[config.mk]
export PLATFORM = sky130hd
export DESIGN_NAME = uart_tx_tick
export DESIGN_NICKNAME = d
export VERILOG_FILES = /design/src/rtl/uart_pkg.sv /design/src/rtl/uart_tx_tick.sv
export SDC_FILE = /design/constraint.sdc
export NUM_CORES = 1
export LEC_CHECK = 0
export CAP_MARGIN = 20
export CELL_PAD_IN_SITES_DETAIL_PLACEMENT = 0
export CELL_PAD_IN_SITES_GLOBAL_PLACEMENT = 2
export CORE_UTILIZATION = 36
export CTS_BUF_LIST = sky130_fd_sc_hd__clkbuf_16
export CTS_CLUSTER_DIAMETER = 100
export CTS_CLUSTER_SIZE = 24
export DETAILED_ROUTE_END_ITERATION = 6
export PLACE_DENSITY = 0.89
export SYNTH_ARGS = -nofsm -noshare
export SYNTH_HDL_FRONTEND = slang
export SYNTH_SLANG_ARGS = --single-unit
[constraint.sdc]
create_clock -name clk -period 2.6 [get_ports clk]
set_clock_uncertainty 0.05 [all_clocks]
set_input_delay 0.26 -clock clk [delete_from_list [all_inputs] [get_ports clk]]
set_output_delay 0.26 -clock clk [all_outputs]
set_load 0.01 [all_outputs]
[src/rtl/uart_pkg.sv]
// Shared UART definitions: transmitter state encoding, frame-shape defaults
// and parity-mode constants.
package uart_pkg;

  // Transmitter states; encoding is visible on the debug state output.
  typedef enum logic [2:0] {
    ST_IDLE   = 3'd0,
    ST_SYNC   = 3'd1,
    ST_START  = 3'd2,
    ST_DATA   = 3'd3,
    ST_PARITY = 3'd4,
    ST_STOP   = 3'd5
  } uart_state_e;

  // Frame-shape defaults.
  localparam int DEF_DATA_BITS = 8;
  localparam int DEF_STOP_BITS = 1;

  // Value of parity_odd selecting each parity mode.
  localparam logic PARITY_EVEN = 1'b0;
  localparam logic PARITY_ODD  = 1'b1;

endpackage

[src/rtl/uart_tx_tick.sv]
// UART transmitter paced by an external one-clock baud_tick enable.
// Frame: start bit, DATA_BITS data bits LSB first, optional parity bit,
// STOP_BITS stop bits. Each baud_tick edge advances exactly one bit.
//
// Handshake: a word is taken on a rising clk edge where tx_valid and
// tx_ready are both high; tx_ready is high only in IDLE, so the inputs are
// ignored for the whole frame. busy is high from acceptance until the tick
// that ends the last stop bit.
module uart_tx_tick
  import uart_pkg::*;
#(
  parameter int DATA_BITS = DEF_DATA_BITS,
  parameter int STOP_BITS = DEF_STOP_BITS
) (
  input  logic                 clk,
  input  logic                 rstn,
  input  logic                 baud_tick,
  input  logic [DATA_BITS-1:0] tx_data,
  input  logic                 tx_valid,
  output logic                 tx_ready,
  input  logic                 parity_en,
  input  logic                 parity_odd,
  output logic                 txd,
  output logic                 busy,
  output logic [2:0]           state_dbg
);

  localparam int CW = $clog2(DATA_BITS);
  localparam logic [CW-1:0] LAST_BIT  = CW'(DATA_BITS - 1);
  localparam logic          LAST_STOP = 1'(STOP_BITS - 1);

  uart_state_e          state_q, state_d;
  logic [DATA_BITS-1:0] shreg_q, shreg_d;
  logic [CW-1:0]        bit_q,   bit_d;
  logic                 stop_q,  stop_d;
  logic                 pen_q,   pen_d;
  logic                 par_q,   par_d;
  logic                 txd_q,   txd_d;

  // State and datapath registers; reset drops any partial frame.
  always_ff @(posedge clk or negedge rstn) begin
    if (!rstn) begin
      state_q <= ST_IDLE;
      shreg_q <= '0;
      bit_q   <= '0;
      stop_q  <= 1'b0;
      pen_q   <= 1'b0;
      par_q   <= 1'b0;
      txd_q   <= 1'b1;
    end else begin
      state_q <= state_d;
      shreg_q <= shreg_d;
      bit_q   <= bit_d;
      stop_q  <= stop_d;
      pen_q   <= pen_d;
      par_q   <= par_d;
      txd_q   <= txd_d;
    end
  end

  // Next-state logic: accept in IDLE, otherwise advance one bit per tick.
  always_comb begin
    state_d = state_q;
    shreg_d = shreg_q;
    bit_d   = bit_q;
    stop_d  = stop_q;
    pen_d   = pen_q;
    par_d   = par_q;
    txd_d   = txd_q;

    case (state_q)
      ST_IDLE: begin
        if (tx_valid) begin
          state_d = ST_SYNC;
          shreg_d = tx_data;
          bit_d   = '0;
          stop_d  = 1'b0;
          pen_d   = parity_en;
          // Parity is fixed at acceptance so later input changes cannot leak in.
          par_d   = (parity_odd == PARITY_ODD) ? ~(^tx_data) : (^tx_data);
        end
      end
      ST_SYNC: begin
        // Wait for a tick boundary so the start bit lasts a full period.
        if (baud_tick) begin
          state_d = ST_START;
          txd_d   = 1'b0;
        end
      end
      ST_START: begin
        if (baud_tick) begin
          state_d = ST_DATA;
          txd_d   = shreg_q[0];
          shreg_d = shreg_q >> 1;
          bit_d   = '0;
        end
      end
      ST_DATA: begin
        if (baud_tick) begin
          if (bit_q == LAST_BIT) begin
            if (pen_q) begin
              state_d = ST_PARITY;
              txd_d   = par_q;
            end else begin
              state_d = ST_STOP;
              txd_d   = 1'b1;
              stop_d  = 1'b0;
            end
          end else begin
            bit_d   = bit_q + CW'(1);
            txd_d   = shreg_q[0];
            shreg_d = shreg_q >> 1;
          end
        end
      end
      ST_PARITY: begin
        if (baud_tick) begin
          state_d = ST_STOP;
          txd_d   = 1'b1;
          stop_d  = 1'b0;
        end
      end
      ST_STOP: begin
        if (baud_tick) begin
          if (stop_q == LAST_STOP) begin
            state_d = ST_IDLE;
          end else begin
            stop_d = stop_q + 1'b1;
          end
        end
      end
      default: begin
        state_d = ST_IDLE;
        txd_d   = 1'b1;
      end
    endcase
  end

  assign tx_ready  = (state_q == ST_IDLE);
  assign busy      = (state_q != ST_IDLE);
  assign txd       = txd_q;
  assign state_dbg = state_q;

endmodule

==> metrics.txt, run 1 <==
CP peak stage delay 650 ps; root buffer cell clkbuf_16; Syn Area/Cell 11.91 µm²; Final Hold Violating Endpoints 0; crit path DAT between 1500 and 2000 ps; CP Max Fanout 19; synthesized net count 110; max-slew violation count 0; Worst IR Drop VDD 0.6343 mV; Cell variety after synth 41; Initial DRC Count 19; vias in the first global route 775; endpoint required time on the critical path 2290 ps; Worst Setup Start Kind register; max_cap viols 0; fin crit share 0.8056; final setup violating endpoints 0; Die Span Y 57.77 µm; Synth-to-Final Area Change 22.57%; Via Count 759; Leakage around 0.62 nW; net switching power about 350 µW; area of the die 3337 µm²; Fmax approximately 480 MHz; routability cong. approximately 0.72; boundary pin count 20; setup bufs post-CTS 0; CP bufs+invs 1; ranking of synthesized cells by area dfrtp_1, mux2_4, mux2_1, xnor2_1, buf_6; sequential-to-total area share from yosys stat 0.3810; slew margin rel. 0.4828; TritonCTS Buffers 3; PD cells 834.5 nW/µm²; nets 127; filler instances 276; FP Rows 19; initial antenna violation count 0; min Tclk post-route 2095 ps; Worst Hold Class in2async; unrepaired setup endpoints after global routing false; part of the power in registers 0.396; IO Port Bufs 19; Post-Place Setup Slack 634.9 ps; antenna viol nets, final 0; via density per instance 5.383; Yosys top cell by area dfrtp_1; CTS tree built; clock latency at the later pin of the worst-skew pair 250 ps; clock sinks 17; Setup CP Type reg2out; fraction of layout cells with a size suffix above 1 0.1909; Total GRT Usage 0.1419; first-pass GRT wire length 3.622 mm; Switching Fraction 0.3045; Mapped Cells 94; synthesized area ~1100 µm²; Synth top area share 0.3575; die width 57.77 µm; CTS Hold Bufs 0; delay-heaviest family, CP flip-flops; # resized after CTS 0; Reg clk slew, reported paths 50 ps; status finished, violations left; Worst-Margin Slew 773.4 ps; detailed placement HPWL 1.437 mm; global route overflow 0; WL per Instance approximately 14 µm; most frequent cells in the layout clkdlybuf4s50_1, dfrtp_1, mux2_1, mux2_4, nand2_1; deepest clock path buffer count 2; core area roughly 2900 µm²; WL final around 2 mm; CP max-delay cell dfrtp_1; CP cell instances nor3_4 > clkdlybuf4s50_1; ANT cells 0; combinational fraction of design power 0.338; Clock Power Share 0.266; drt drc 1; setup tns final 0 ps; largest net degree at the start of global routing 20; Warnings, synthesis 0; Final WS setup 505.5 ps; failing checks DRC; Setup crit end kind output pin; commonest non-fill, non-tap cell in the layout clkdlybuf4s50_1; FF+latch count, synth 17; first-pass detailed-route iteration total 6; fin area 1373 µm²; Initial Utilization 0.3925; Post-DP Area roughly 1300 µm²; H-tree depth 1; P_int 796.7 µW; PnR Total Power 1.145 mW
-- worst paths after layout --
check / start / endpoint / slack, ps / depth (start not counted)
setup / recovery: state_dbg[2]$_DFFE_PN0P_ / tx_ready / 510 / 2
hold / removal: rstn / state_dbg[0]$_DFFE_PN0P_ / 420 / 1
setup reg to reg: state_dbg[1]$_DFFE_PN0P_ / shreg_q[3]$_DFFE_PN0P_ / 670 / 3
hold reg to reg: par_q$_DFFE_PN0P_ / par_q$_DFFE_PN0P_ / 430 / 2
max in group asynchronous: rstn / shreg_q[1]$_DFFE_PN0P_ / 1600 / 1
min in group clk: par_q$_DFFE_PN0P_ / par_q$_DFFE_PN0P_ / 430 / 2
-- synthesized netlist by cell type, drive strengths merged --
cell type	number
dfrtp	16
xnor3	1
nand4bb	1
nand2b	1
and3	1
nand3	3
a32oi	1
o21ai	6
xor2	2
o31ai	3
clkbuf	1
a22o	1
ha	2
a221oi	1
nor2b	2
nor4	1
a211oi	1
xnor2	4
a22oi	1
inv	2
a21oi	2
mux2	17
a21boi	1
nor3	4
nand2	7
dfstp	1
nor2	4
and4b	1
buf	6
-- worst register-to-register path, delay by kind of cell, from the launching register on --
family	cells	cell delay, ps
muxes	2	630
DFF	1	700
and+or+nand+nor	1	430
-- sequential cells by signal, indices dropped and copies added, names as in the netlist --
register,cells
shreg_q,8
bit_q,3
state_dbg,3
par_q,1
pen_q,1
txd,1
-- final cells by class --
type	instances	area, µm²	share of cell area
inverter	2	7.507	0.005469
clock inverter	1	3.754	0.002735
tap	31	38.79	0.02826
timing repair buffer	19	190.2	0.1386
clock buffer	3	75.07	0.05469
multi-input combinational	68	630.6	0.4594
sequential	17	426.7	0.3108
-- cells by family after synthesis --
group	count (synthesis)	share of synthesized area
simple gates	25	0.1598
compound gates	17	0.1162
mux	17	0.1978
flops	17	0.3810
buf+inv	9	0.05586
xor+xnor	7	0.06704
fa+ha+maj	2	0.02234
-- metrics by stage --
step,hold slack (ps),std cells,utilization
3_3_place_gp,420.5,137,0.4535
4_1_cts,437.3,141,0.4811
6_report,416.7,141,0.4811
2_1_floorplan,-85.59,94,-
5_1_grt,473.3,141,0.4811
3_5_place_dp,425.8,137,0.4535
-- power groups by stage --
stage,logic [mW],registers [mW],clock network [mW]
final,0.387,0.453,0.305
after global routing,0.434,0.471,0.327
after CTS,0.394,0.455,0.312
after detailed placement,0.393,0.459,0
after global placement,0.385,0.455,0
after floorplan,0.353,0.407,0
-- routing by layer --
metal,GRT usage,vias to the layer above,wire length [µm],share of wire
li1,-,376,-,-
met5,0,-,0,0
met4,0.02041,0,8,0.0040
met2,0.2292,17,952,0.47
met3,0.04688,2,95,0.047
met1,0.1909,364,951,0.47
Note: power is estimated with default switching activity, not from simulation.
==> run 2: changes to the inputs <==
Settings changed: CORE_UTILIZATION 36 to 34, PLACE_DENSITY 0.89 to 0.85.
Clock period 2.6 ns to 2.1 ns, I/O delays scaled along.
==> metrics.txt, run 2 (synthesis gave the netlist of run 1 again) <==
status complete, no violations; CTS tree built; filler instances 308 (+12%); Finished Layout Cells 158 (+12%); CP Max Fanout 13 (-6); Reg clk slew, reported paths 50 ps (about the same); hold_ws 233.0 ps (-183.8 ps); nets 131 (+3.1%); min Tclk post-route roughly 1900 ps; Leakage 0.6435 nW (+3.0%); largest net degree at the start of global routing 18 (-10%); Post-Place Setup Slack 210.6 ps (-424.3 ps); Final Util 0.4610 (-0.02016); fraction of layout cells with a size suffix above 1 0.2193 (+0.02839); Worst Setup Start Kind register; Largest Register shreg_q; ANT cells 0 (unchanged); CTS Hold Bufs 0 (unchanged); max FFs per register 8 (unchanged); Worst IR Drop VDD 0.3758 mV (-41%); slew margin rel. 0.6583 (+0.1755); unrepaired setup endpoints after global routing false; Initial Utilization 0.3638 (-0.02872); clock latency at the later pin of the worst-skew pair 250 ps (about the same); area of the die 3527 µm² (+5.7%); Initial DRC Count 41 (+22); detailed placement HPWL 1.529 mm (+6.4%); WL final 2.085 mm (+3.9%); root buffer cell clkbuf_16; fin crit share 0.9040; final setup violating endpoints 0 (unchanged); Final WS setup 201.6 ps (-303.8 ps); DP Cell Count 154 (+12%); Worst-Margin Slew 512.5 ps (-260.8 ps); Final Hold Violating Endpoints 0 (unchanged); Fmax 526.8 MHz; setup bufs post-CTS 0 (unchanged); Via Count 772 (+1.7%); commonest non-fill, non-tap cell in the layout clkdlybuf4s50_1; crit path DAT 1640 ps (-140 ps); # resized after CTS 0 (unchanged); Worst Hold Class in2async; register area 426.7 µm² (unchanged); vias in the first global route 785 (+1.3%); Setup crit end kind output pin; via density per instance 4.886 (-9.2%); routability cong. 0.7153 (-0.53%); max_cap viols 0 (unchanged); IO Port Bufs 19 (unchanged); Total GRT Usage 0.1500 (+0.008066); WL per Instance 13.20 µm (-7.3%); Synth-to-Final Area Change 26.70%; grt peak-use layer met2; Post-DP Area 1340 µm² (+3.6%); deepest clock path buffer count 2 (unchanged); antenna viol nets, final 0 (unchanged); grt met3 use 0.04148 (-0.005390); initial antenna violation count 0 (unchanged); fin area 1419 µm² (+3.4%); core area 3078 µm² (+7.9%); most frequent cells in the layout clkdlybuf4s50_1, dfrtp_1, mux2_1, mux2_4, nand2_1; global route overflow 0 (unchanged); drt drc 0 (-1); endpoint required time on the critical path 1840 ps (-450 ps); Setup CP Type reg2out; TritonCTS Buffers 3 (unchanged); PD cells 1017 nW/µm² (+22%); max-slew violation count 0 (unchanged); FP Rows 20 (+1); PnR Total Power 1.443 mW (+26%); setup tns final 0 ps (unchanged); die width 59.39 µm (+2.8%); first-pass detailed-route iteration total 2 (-4); first-pass GRT wire length 3.788 mm (+4.6%); clock sinks 17 (unchanged); H-tree depth 1 (unchanged); M2 GR Usage 0.2392 (+0.009929); Die Span Y 59.39 µm (+2.8%); area of the multi-input gates 630.6 µm² (unchanged); boundary pin count 20 (unchanged); grt met1 use 0.1824 (-0.008506)
## run 2: changes by cell type in the layout (fill, tap and decap cells not counted), sizes merged
| cell | previous run | this run |
|---|---|---|
| buf | 0 | 4 |
## run 2: final timing paths
path / start / endpoint / slack [ps] / cells after the start
worst max-delay path: state_dbg[2]$_DFFE_PN0P_ / tx_ready / 200 / 2
worst min-delay path: rstn / pen_q$_DFFE_PN0P_ / 230 / 2
worst max register to register: bit_q[0]$_DFFE_PN0P_ / shreg_q[5]$_DFFE_PN0P_ / 240 / 6
worst min register to register: par_q$_DFFE_PN0P_ / par_q$_DFFE_PN0P_ / 440 / 2
max in group asynchronous: rstn / txd$_DFFE_PN1P_ / 1510 / 2
min in group clk: par_q$_DFFE_PN0P_ / par_q$_DFFE_PN0P_ / 440 / 2
## run 2: cell type report
type                    count  area share
clock buffers               3     0.05291
clock inverters             1    0.002646
inverters                   2    0.005291
multi-input cells          68      0.4444
flip-flops and latches     17      0.3007
well taps                  44     0.03880
repair buffers             23      0.1552
## run 2: critical path, stage by stage (launching register included)
cell and delay [ps]:
dfrtp_1 560, nor3_4 250, clkdlybuf4s50_1 580
## run 2: where the power goes
group	switching [mW]	internal, mW	leakage, nW
registers	0.104	0.438	0.217
clock network	0.127	0.253	0.0423
logic	0.209	0.312	0.384
total	0.439	1.00	0.644
## run 2: per-layer routing
| metal | up-vias | wire length [µm] | part of all wire |
|---|---|---|---|
| met1 | 376 | 936 | 0.45 |
| met5 | - | 0 | 0 |
| met2 | 16 | 1022 | 0.49 |
| met4 | 0 | 48 | 0.023 |
| li1 | 375 | - | - |
| met3 | 5 | 78 | 0.037 |
